**src/rtl/dp_pkg.sv**
```systemverilog
// Shared definitions for the CU/datapath pair: default widths, ALU opcodes
// and the CU state encoding.
package dp_pkg;

    localparam int unsigned DATA_WIDTH_DEF = 8;
    localparam int unsigned ADDR_BITS_DEF  = 5;

    localparam logic [3:0] OP_ADD   = 4'b0000;
    localparam logic [3:0] OP_SUB   = 4'b0001;
    localparam logic [3:0] OP_AND   = 4'b0010;
    localparam logic [3:0] OP_OR    = 4'b0011;
    localparam logic [3:0] OP_XOR   = 4'b0100;
    localparam logic [3:0] OP_NOT   = 4'b0101;
    localparam logic [3:0] OP_SHL   = 4'b0110;
    localparam logic [3:0] OP_SHR   = 4'b0111;
    localparam logic [3:0] OP_PASSB = 4'b1000;
    localparam logic [3:0] OP_HOLD  = 4'b1111;

    typedef enum logic [2:0] {
        CU_RESET      = 3'd0,
        CU_DECODE     = 3'd1,
        CU_EXECUTE    = 3'd2,
        CU_MEM_ACCESS = 3'd3,
        CU_WRITE_BACK = 3'd4
    } cu_state_e;

endpackage

```
**src/rtl/datapath_unit_data_mem.sv**
```systemverilog
// Data memory: synchronous read-first read port, write-enabled store,
// whole array cleared by the asynchronous reset.
module data_mem #(
    parameter int unsigned DATA_WIDTH = 8,
    parameter int unsigned ADDR_BITS  = 5
) (
    input  logic                  clk,
    input  logic                  rst,
    input  logic [ADDR_BITS-1:0]  addr_i,
    input  logic                  we_i,
    input  logic [DATA_WIDTH-1:0] wdata_i,
    output logic [DATA_WIDTH-1:0] rdata_o
);

    localparam int unsigned DEPTH = 32'd1 << ADDR_BITS;

    logic [DATA_WIDTH-1:0] mem_q [DEPTH];
    logic [DATA_WIDTH-1:0] rd_q;

    // Read samples the pre-write contents, so a same-address write is seen one edge later.
    always_ff @(posedge clk or posedge rst) begin
        if (rst) begin
            for (int unsigned i = 0; i < DEPTH; i++) begin
                mem_q[i] <= '0;
            end
            rd_q <= '0;
        end else begin
            rd_q <= mem_q[addr_i];
            if (we_i) begin
                mem_q[addr_i] <= wdata_i;
            end
        end
    end

    assign rdata_o = rd_q;

endmodule

```
**src/rtl/datapath_unit.sv**
```systemverilog
// Datapath responder to the CU: operand-B mux, registered ALU with flags,
// and a data memory addressed by the registered ALU result.
module datapath_unit
    import dp_pkg::*;
#(
    parameter int unsigned DATA_WIDTH = DATA_WIDTH_DEF,
    parameter int unsigned ADDR_BITS  = ADDR_BITS_DEF
) (
    input  logic                  clk,
    input  logic                  rst,
    input  logic [DATA_WIDTH-1:0] operand1,
    input  logic [DATA_WIDTH-1:0] operand2,
    input  logic [DATA_WIDTH-1:0] offset,
    input  logic [3:0]            opcode,
    input  logic                  sel1,
    input  logic                  sel3,
    input  logic                  w_r,
    output logic [DATA_WIDTH-1:0] result2,
    output logic                  zero_flag,
    output logic                  carry_flag
);

    logic [DATA_WIDTH-1:0] op_b;
    logic [DATA_WIDTH:0]   sum;
    logic [DATA_WIDTH-1:0] alu_d, alu_q;
    logic                  zero_d, zero_q;
    logic                  carry_d, carry_q;
    logic [DATA_WIDTH-1:0] mem_q;

    assign op_b = sel3 ? offset : operand2;

    // Next ALU value and flags; HOLD keeps everything, carry only moves on ADD/SUB.
    always_comb begin
        sum     = '0;
        alu_d   = alu_q;
        carry_d = carry_q;
        zero_d  = zero_q;
        case (opcode)
            OP_ADD: begin
                sum     = {1'b0, operand1} + {1'b0, op_b};
                alu_d   = sum[DATA_WIDTH-1:0];
                carry_d = sum[DATA_WIDTH];
            end
            OP_SUB: begin
                sum     = {1'b0, operand1} - {1'b0, op_b};
                alu_d   = sum[DATA_WIDTH-1:0];
                carry_d = sum[DATA_WIDTH];
            end
            OP_AND:   alu_d = operand1 & op_b;
            OP_OR:    alu_d = operand1 | op_b;
            OP_XOR:   alu_d = operand1 ^ op_b;
            OP_NOT:   alu_d = ~operand1;
            OP_SHL:   alu_d = {operand1[DATA_WIDTH-2:0], 1'b0};
            OP_SHR:   alu_d = {1'b0, operand1[DATA_WIDTH-1:1]};
            OP_PASSB: alu_d = op_b;
            OP_HOLD:  alu_d = alu_q;
            default:  alu_d = '0;
        endcase
        if (opcode != OP_HOLD) begin
            zero_d = (alu_d == '0);
        end
    end

    always_ff @(posedge clk or posedge rst) begin
        if (rst) begin
            alu_q   <= '0;
            zero_q  <= 1'b0;
            carry_q <= 1'b0;
        end else begin
            alu_q   <= alu_d;
            zero_q  <= zero_d;
            carry_q <= carry_d;
        end
    end

    // Address comes from last cycle's ALU result, so storeR survives sel3 dropping with w_r.
    data_mem #(
        .DATA_WIDTH (DATA_WIDTH),
        .ADDR_BITS  (ADDR_BITS)
    ) u_data_mem (
        .clk     (clk),
        .rst     (rst),
        .addr_i  (alu_q[ADDR_BITS-1:0]),
        .we_i    (w_r),
        .wdata_i (operand2),
        .rdata_o (mem_q)
    );

    assign result2    = sel1 ? alu_q : mem_q;
    assign zero_flag  = zero_q;
    assign carry_flag = carry_q;

endmodule

```
**config.mk**
```make
export PLATFORM = sky130hd
export DESIGN_NAME = datapath_unit
export DESIGN_NICKNAME = d
export VERILOG_FILES = /design/src/rtl/dp_pkg.sv /design/src/rtl/datapath_unit_data_mem.sv /design/src/rtl/datapath_unit.sv
export SDC_FILE = /design/constraint.sdc
export NUM_CORES = 1
export LEC_CHECK = 0
export BUFFER_PORTS_ARGS = -buffer_cell sky130_fd_sc_hd__buf_2
export CELL_PAD_IN_SITES_DETAIL_PLACEMENT = 1
export CELL_PAD_IN_SITES_GLOBAL_PLACEMENT = 1
export CORE_ASPECT_RATIO = 1.4
export CORE_MARGIN = 2
export CORE_UTILIZATION = 25
export DETAILED_ROUTE_END_ITERATION = 12
export GPL_TIMING_DRIVEN = 0
export PLACE_DENSITY = 0.49
export SLEW_MARGIN = 0
export SYNTH_ARGS = -nofsm -noshare
export SYNTH_HDL_FRONTEND = slang
export SYNTH_SLANG_ARGS = --single-unit
```
**constraint.sdc**
```tcl
create_clock -name clk -period 16.6 [get_ports clk]
set_clock_uncertainty 0.1 [all_clocks]
set_input_delay 0 -clock clk [delete_from_list [all_inputs] [get_ports clk]]
set_output_delay 0 -clock clk [all_outputs]
set_load 0.1 [all_outputs]
```
# Word-level counts from Yosys, hierarchy flattened

Cells that the tools add are included.

Flip-flop bits (word level): 274
Latch bits: 0
Memory bits (writable): 0
Bits in read-only memories: 0
Input bits: 33
Word-level logic and storage cells: 69
Memories kept: 0

$add $sub $neg: 2
$mul: 0
Divide/modulo/power cells: 0
Order comparisons: 2
Equal/unequal tests: 10
Shifts and indexed selects: 0
Multiplexer cells: 10
Bitwise gates (word level): 5
Reductions and logical operators: 4

Operators by type and width:

| operator                                                  | count |
|---|---|
| bitwise mux 256 bit                                       | 1 |
| one-hot mux 8 bit (10 select lines)                       | 1 |
| binary-select mux 8 bit (select 5 bit)                    | 1 |
| demux 8 bit (select 5 bit)                                | 1 |
| two-way mux 8 bit                                         | 5 |
| equality test 4 x 3 -> 1 bit (second input constant)      | 4 |
| adder 8 x 8 -> 9 bit                                      | 1 |
| subtractor 8 x 8 -> 9 bit                                 | 1 |
| bitwise AND 8 bit                                         | 1 |
| equality test 4 x 2 -> 1 bit (second input constant)      | 2 |
| equality test 4 bit (second input constant)               | 2 |
| zero test 8 bit                                           | 1 |
| NOT 8 bit                                                 | 1 |
| OR 8 bit                                                  | 1 |
| XOR 8 bit                                                 | 1 |
| greater-or-equal comparator 6 bit (second input constant) | 1 |
| < comparator 6 x 1 -> 1 bit (second input constant)       | 1 |
| NOT 5 -> 6 bit                                            | 1 |
| equality test 4 x 1 -> 1 bit (second input constant)      | 1 |
| zero test 4 bit                                           | 1 |
| != test 4 bit (second input constant)                     | 1 |
| one-hot mux 1 bit (2 select lines)                        | 1 |
| nonzero test 2 bit                                        | 1 |
| logical AND 1 bit                                         | 1 |

# Logic depth before layout (Yosys ltp)

Depth after elaboration: 6
Depth in mapped cells: 13
Mapped depth without buffers: 12

# Cells and area by module

Synthesis repeated with hierarchy kept, for this count alone.

Cells, all modules: 1,136
Area total of the unflattened synthesis: 14,290.0 um^2

Modules (own cells, without submodules):

| module        | times used | cells each | area each (um^2) | sequential area each (um^2) |
|---|---|---|---|---|
| data_mem      | 1          | 865        | 12,120.4         | 6,606.3 |
| datapath_unit | 1          | 271        | 2,169.6          | 250.2 |

# Worst setup path after synthesis

No wires, ideal clock.

Kind: input-to-reg
Start: in sel3
End: reg zero_q, in the netlist zero_flag
Arrival time: 2.545 ns
Path slack: 13.886 ns
Stages: 12
Cell sequence: buf_2 > mux2i_1 > inv_1 > ha_1 > fa_1 > and2_1 > or3_1 > a32oi_1 > o211ai_1 > or3b_1 > nor4_2 > a22o_1

Cells in the longest elaborated chain, start to end: 4
Elaborated cells between the ends (all ways): 8

Ends and longest elaborated chain:

| what                                                    | line                | text |
|---|---|---|
| from (decl)                                             | datapath_unit.sv:16 | `input logic sel3,` |
| two-way mux 8 bit *                                     | datapath_unit.sv:30 | `assign op_b = sel3 ? offset : operand2;` |
| subtractor 8 x 8 -> 9 bit, or another cell as far along | datapath_unit.sv:45 | `sum = {1'b0, operand1} - {1'b0, op_b};` |
| one-hot mux 8 bit (10 select lines) *                   | datapath_unit.sv:38 | `case (opcode)` |
| via alu_d[2]                                            | datapath_unit.sv:25 | `logic [DATA_WIDTH-1:0] alu_d, alu_q;` |
| zero test 8 bit *                                       | datapath_unit.sv:60 | `zero_d = (alu_d == '0);` |
| to (signal assigned)                                    | datapath_unit.sv:71 | `zero_q <= zero_d;` |
| to (decl)                                               | datapath_unit.sv:26 | `logic zero_d, zero_q;` |

Mark *: on every way through the listed nets, which the timed path passes. The rest lies on a longest branch.
A chain may end at the register's enable or synchronous reset.

# Worst setup path after layout

Start: reg alu_q[1]
End: out result2[1]

Cells in the longest elaborated chain, start to end: 1

Ends and longest elaborated chain:

| what                   | line                | text |
|---|---|---|
| from (decl)            | datapath_unit.sv:25 |  |
| from (signal assigned) | datapath_unit.sv:70 | `alu_q <= alu_d;` |
| two-way mux 8 bit      | datapath_unit.sv:89 | `assign result2 = sel1 ? alu_q : mem_q;` |
| to (decl)              | datapath_unit.sv:18 | `output logic [DATA_WIDTH-1:0] result2,` |

No other way between the ends.

==> load_flow_metrics.sql <==
INSERT INTO impl_metrics (metric_group, metric, value, unit) VALUES
('worst_setup_path', 'cp.depth', '5', ''),
('global_routing', 'grt_max_degree', '126', ''),
('timing', 'max_slew_headroom', '14.1', '%'),
('power_and_ir_drop', 'switching_power', '714', 'uW'),
('finish', 'ratio_of_cells_with_drive_above_1_in_the_final_layout', '41.7', '%'),
('floorplan', 'die-height', '283', 'um'),
('power_and_ir_drop', 'power_density', '141', 'nW/um2'),
('worst_setup_path', 'startpoint_of_the_worst_setup_timing_path', 'alu_q[1]', ''),
('synth', 'yosys.area.top_type_share', '49.3', '%'),
('finish', 'final_nets', '1161', ''),
('floorplan', 'num_io_pins', '43', ''),
('clock_tree', 'clock-sinks', '274', ''),
('worst_setup_path', 'critical_path_buf_inv_count', '4', ''),
('drt', 'drt_iter0_drc', '503', ''),
('timing', 'slew_viol_final', '0', ''),
('clock_tree', 'cts_tree', 'built', ''),
('power_and_ir_drop', 'power.share.switching', '31.2', '%'),
('synth', 'dominantRegCellSynth', 'sky130_fd_sc_hd__dfrtp_1', ''),
('finish', 'num-fill-cells', '5986', ''),
('clock_tree', 'cts-htree-levels', '1', ''),
('timing', 'worstMarginPinSlew', '1.29', 'ns'),
('placement', 'place_congestion', '0.824', ''),
('clock_tree', 'clock_tree.buffer_depth', '3', ''),
('power_and_ir_drop', 'p_leak', '0.00704', 'uW'),
('synth', 'synth_edf_count', '0', ''),
('global_routing', 'grt_pass1_wl', '71.0', 'mm'),
('worst_setup_path', 'start_kind', 'flop', ''),
('min_path', 'whs_path_depth', '4', ''),
('timing', 'clock.fmax', '0.301', 'GHz'),
('power_and_ir_drop', 'power.sequential.fraction', '42.8', '%'),
('drt', 'drc_errors', '0', ''),
('timing', 'tmin_final', '3.32', 'ns'),
('timing', 'fin_hold_ws', '0.0214', 'ns'),
('synth', 'syn_area', '13900', 'um2'),
('synth', 'synth_instances', '1007', ''),
('placement', 'dp_hpwl', '34.4', 'mm'),
('worst_setup_path', 'max_fanout_on_critical_path', '10', ''),
('run_status', 'outcome', 'finished, final reports clean', ''),
('global_routing', 'grtUsageTotal', '16.9', '%'),
('floorplan', 'floorplan.initialDensity', '25.2', '%'),
('placement', 'placement.setup.worst_slack', '13.28', 'ns'),
('synth', 'synth_largest_area_cell', 'sky130_fd_sc_hd__dfrtp_1', ''),
('clock_tree', 'number_of_buffers_added_for_setup_after_cts', '0', ''),
('finish', 'final_cell_mix', 'sky130_fd_sc_hd__dfrtp_1 (274), sky130_fd_sc_hd__mux2_2 (267), sky130_fd_sc_hd__mux4_2 (64)', ''),
('clock_tree', 'postCtsResizedCells', '0', ''),
('worst_setup_path', 'cp-end-kind', 'output pin', ''),
('timing', 'fin_crit_sh', '20.0', '%'),
('min_path', 'holdCritPathClass', 'in -> reg', ''),
('drt', 'routed_wirelength_normalized_by_instance_count', '26.1', 'um'),
('global_routing', 'antenna_violations_before_repair', '0', ''),
('worst_setup_path', 'library_cell_contributing_the_largest_single_delay_on_the_critical_path', 'sky130_fd_sc_hd__clkbuf_1', ''),
('worst_setup_path', 'worstSetupPathType', 'reg -> out', ''),
('worst_setup_path', 'ff2ff_path_depth', '6', ''),
('global_routing', 'grt_pass1_vias', '10146', ''),
('floorplan', 'horizontal_die_dimension', '203', 'um'),
('timing', 'finalSetupTns', '0', 'ns'),
('drt', 'via_count', '9072', ''),
('finish', 'final-instance-count-excl-fill', '1854', ''),
('run', 'cap_violations', '0', ''),
('power_and_ir_drop', 'ir_worst_vdd', '0.0000826', 'V'),
('synth', 'synth.top_cells.by_area', 'sky130_fd_sc_hd__dfrtp_1 (49%), sky130_fd_sc_hd__mux2_2 (22%), sky130_fd_sc_hd__mux4_2 (10%), sky130_fd_sc_hd__ha_1 (2.2%), sky130_fd_sc_hd__a22oi_1 (1.8%)', ''),
('synth', 'ys_warn_count', '0', ''),
('global_routing', 'globalRoute.totalOverflow', '0', ''),
('worst_setup_path', 'worstPathArrival', '3.22', 'ns'),
('timing', 'finalHoldViolations', '0', ''),
('drt', 'antenna_violating_nets_post_route', '0', ''),
('floorplan', 'core_ar', '55100', 'um2'),
('timing', 'rsz0062_at_grt', 'no', ''),
('finish', 'layout_overhead_on_the_synthesized_area', '16.9', '%'),
('worst_setup_path', 'worst_r2r_startpoint', 'alu_q[1]', ''),
('clock_tree', 'cts_inserted_buffers', '30', '');
-- kinds of logic (layout without fill, tap and decap cells) --
| group | Yosys count | in the layout | share of synthesized area [%] |
|---|---|---|---|
| other | 0 | 1 | 0 |
| adder cells (fa/ha/maj) | 27 | 27 | 2.54 |
| flip-flops | 274 | 274 | 49.3 |
| AO/OA/AOI/OAI | 116 | 116 | 5.95 |
| XOR/XNOR | 3 | 3 | 0.189 |
| multiplexers | 343 | 343 | 32.9 |
| buffers and inverters | 95 | 213 | 3.18 |
| AND/OR/NAND/NOR | 149 | 149 | 5.98 |
-- per-layer routing --
layer | routed length (um) | global-route usage (%)
met5 | 0 | 0
met1 | 18700 | 19.5
met4 | 2270 | 7.86
met3 | 1460 | 1.48
met2 | 25900 | 31.4
-- worst reg2reg max path, delay by kind of cell, from the launching register on --
| family | cells | cell delay, ns |
|---|---|---|
| flip-flops | 1 | 0.32 |
| multiplexers | 1 | 0.50 |
| AND/OR/NAND/NOR | 1 | 0.21 |
| buffers and inverters | 3 | 1.68 |
| AO/OA/AOI/OAI | 1 | 0.22 |
-- Yosys cell counts, types with 11 or more instances --
master / count
sky130_fd_sc_hd__mux2i_1: 11
sky130_fd_sc_hd__mux2_2: 267
sky130_fd_sc_hd__clkbuf_1: 40
sky130_fd_sc_hd__nand2_1: 20
sky130_fd_sc_hd__o21ai_0: 16
sky130_fd_sc_hd__buf_2: 17
sky130_fd_sc_hd__nor2_1: 38
sky130_fd_sc_hd__a22oi_1: 34
sky130_fd_sc_hd__inv_1: 24
sky130_fd_sc_hd__a21oi_1: 16
sky130_fd_sc_hd__dfrtp_1: 274
sky130_fd_sc_hd__nor3_1: 13
sky130_fd_sc_hd__nor3b_1: 11
sky130_fd_sc_hd__mux4_2: 64
sky130_fd_sc_hd__ha_1: 25
-- per-stage QoR --
step           power [uW]  area (um2)
6_report             2290       16300
2_1_floorplan        1410       13900
3_3_place_gp         1610       15000
4_1_cts              2310       16300
5_1_grt              2400       16300
3_5_place_dp         1640       15100
-- final cells by class --
class	count	area, um2	share of cell area, %
Timing Repair Buffer	62	460	2.83
Clock inverter	11	93.8	0.577
Clock buffer	45	878	5.40
Multi-Input combinational cell	638	6610	40.6
Inverter	24	97.6	0.600
Buffer	71	353	2.17
Sequential cell	274	6860	42.2
Antenna cell	1	2.50	0.0154
Tap cell	728	911	5.60
-- worst paths after layout --
kind	end	slack (ns)
setup / recovery	result2[1]	13.28
hold / removal	alu_q[5]	0.02
setup reg to reg	u_data_mem.rdata_o[7]	13.39
hold reg to reg	u_data_mem.mem_q[254]	0.40
max in group asynchronous	u_data_mem.mem_q[186]	14.85
min in group asynchronous	u_data_mem.mem_q[224]	0.52
-- power by group through the flow --
stage | Combinational [uW] | Clock (uW) | Sequential, uW
floorplan | 458 | 0 | 956
global placement | 630 | 0 | 980
detailed placement | 645 | 0 | 990
CTS | 653 | 683 | 979
global route | 682 | 710 | 1010
finish | 644 | 662 | 979
-- flip-flops by register name (all words and copies together) (netlist names) --
| name | flops |
|---|---|
| alu_q | 8 |
| carry_flag | 1 |
| u_data_mem.mem_q | 256 |
| u_data_mem.rdata_o | 8 |
| zero_flag | 1 |
Note: power is estimated with default switching activity, not from simulation.
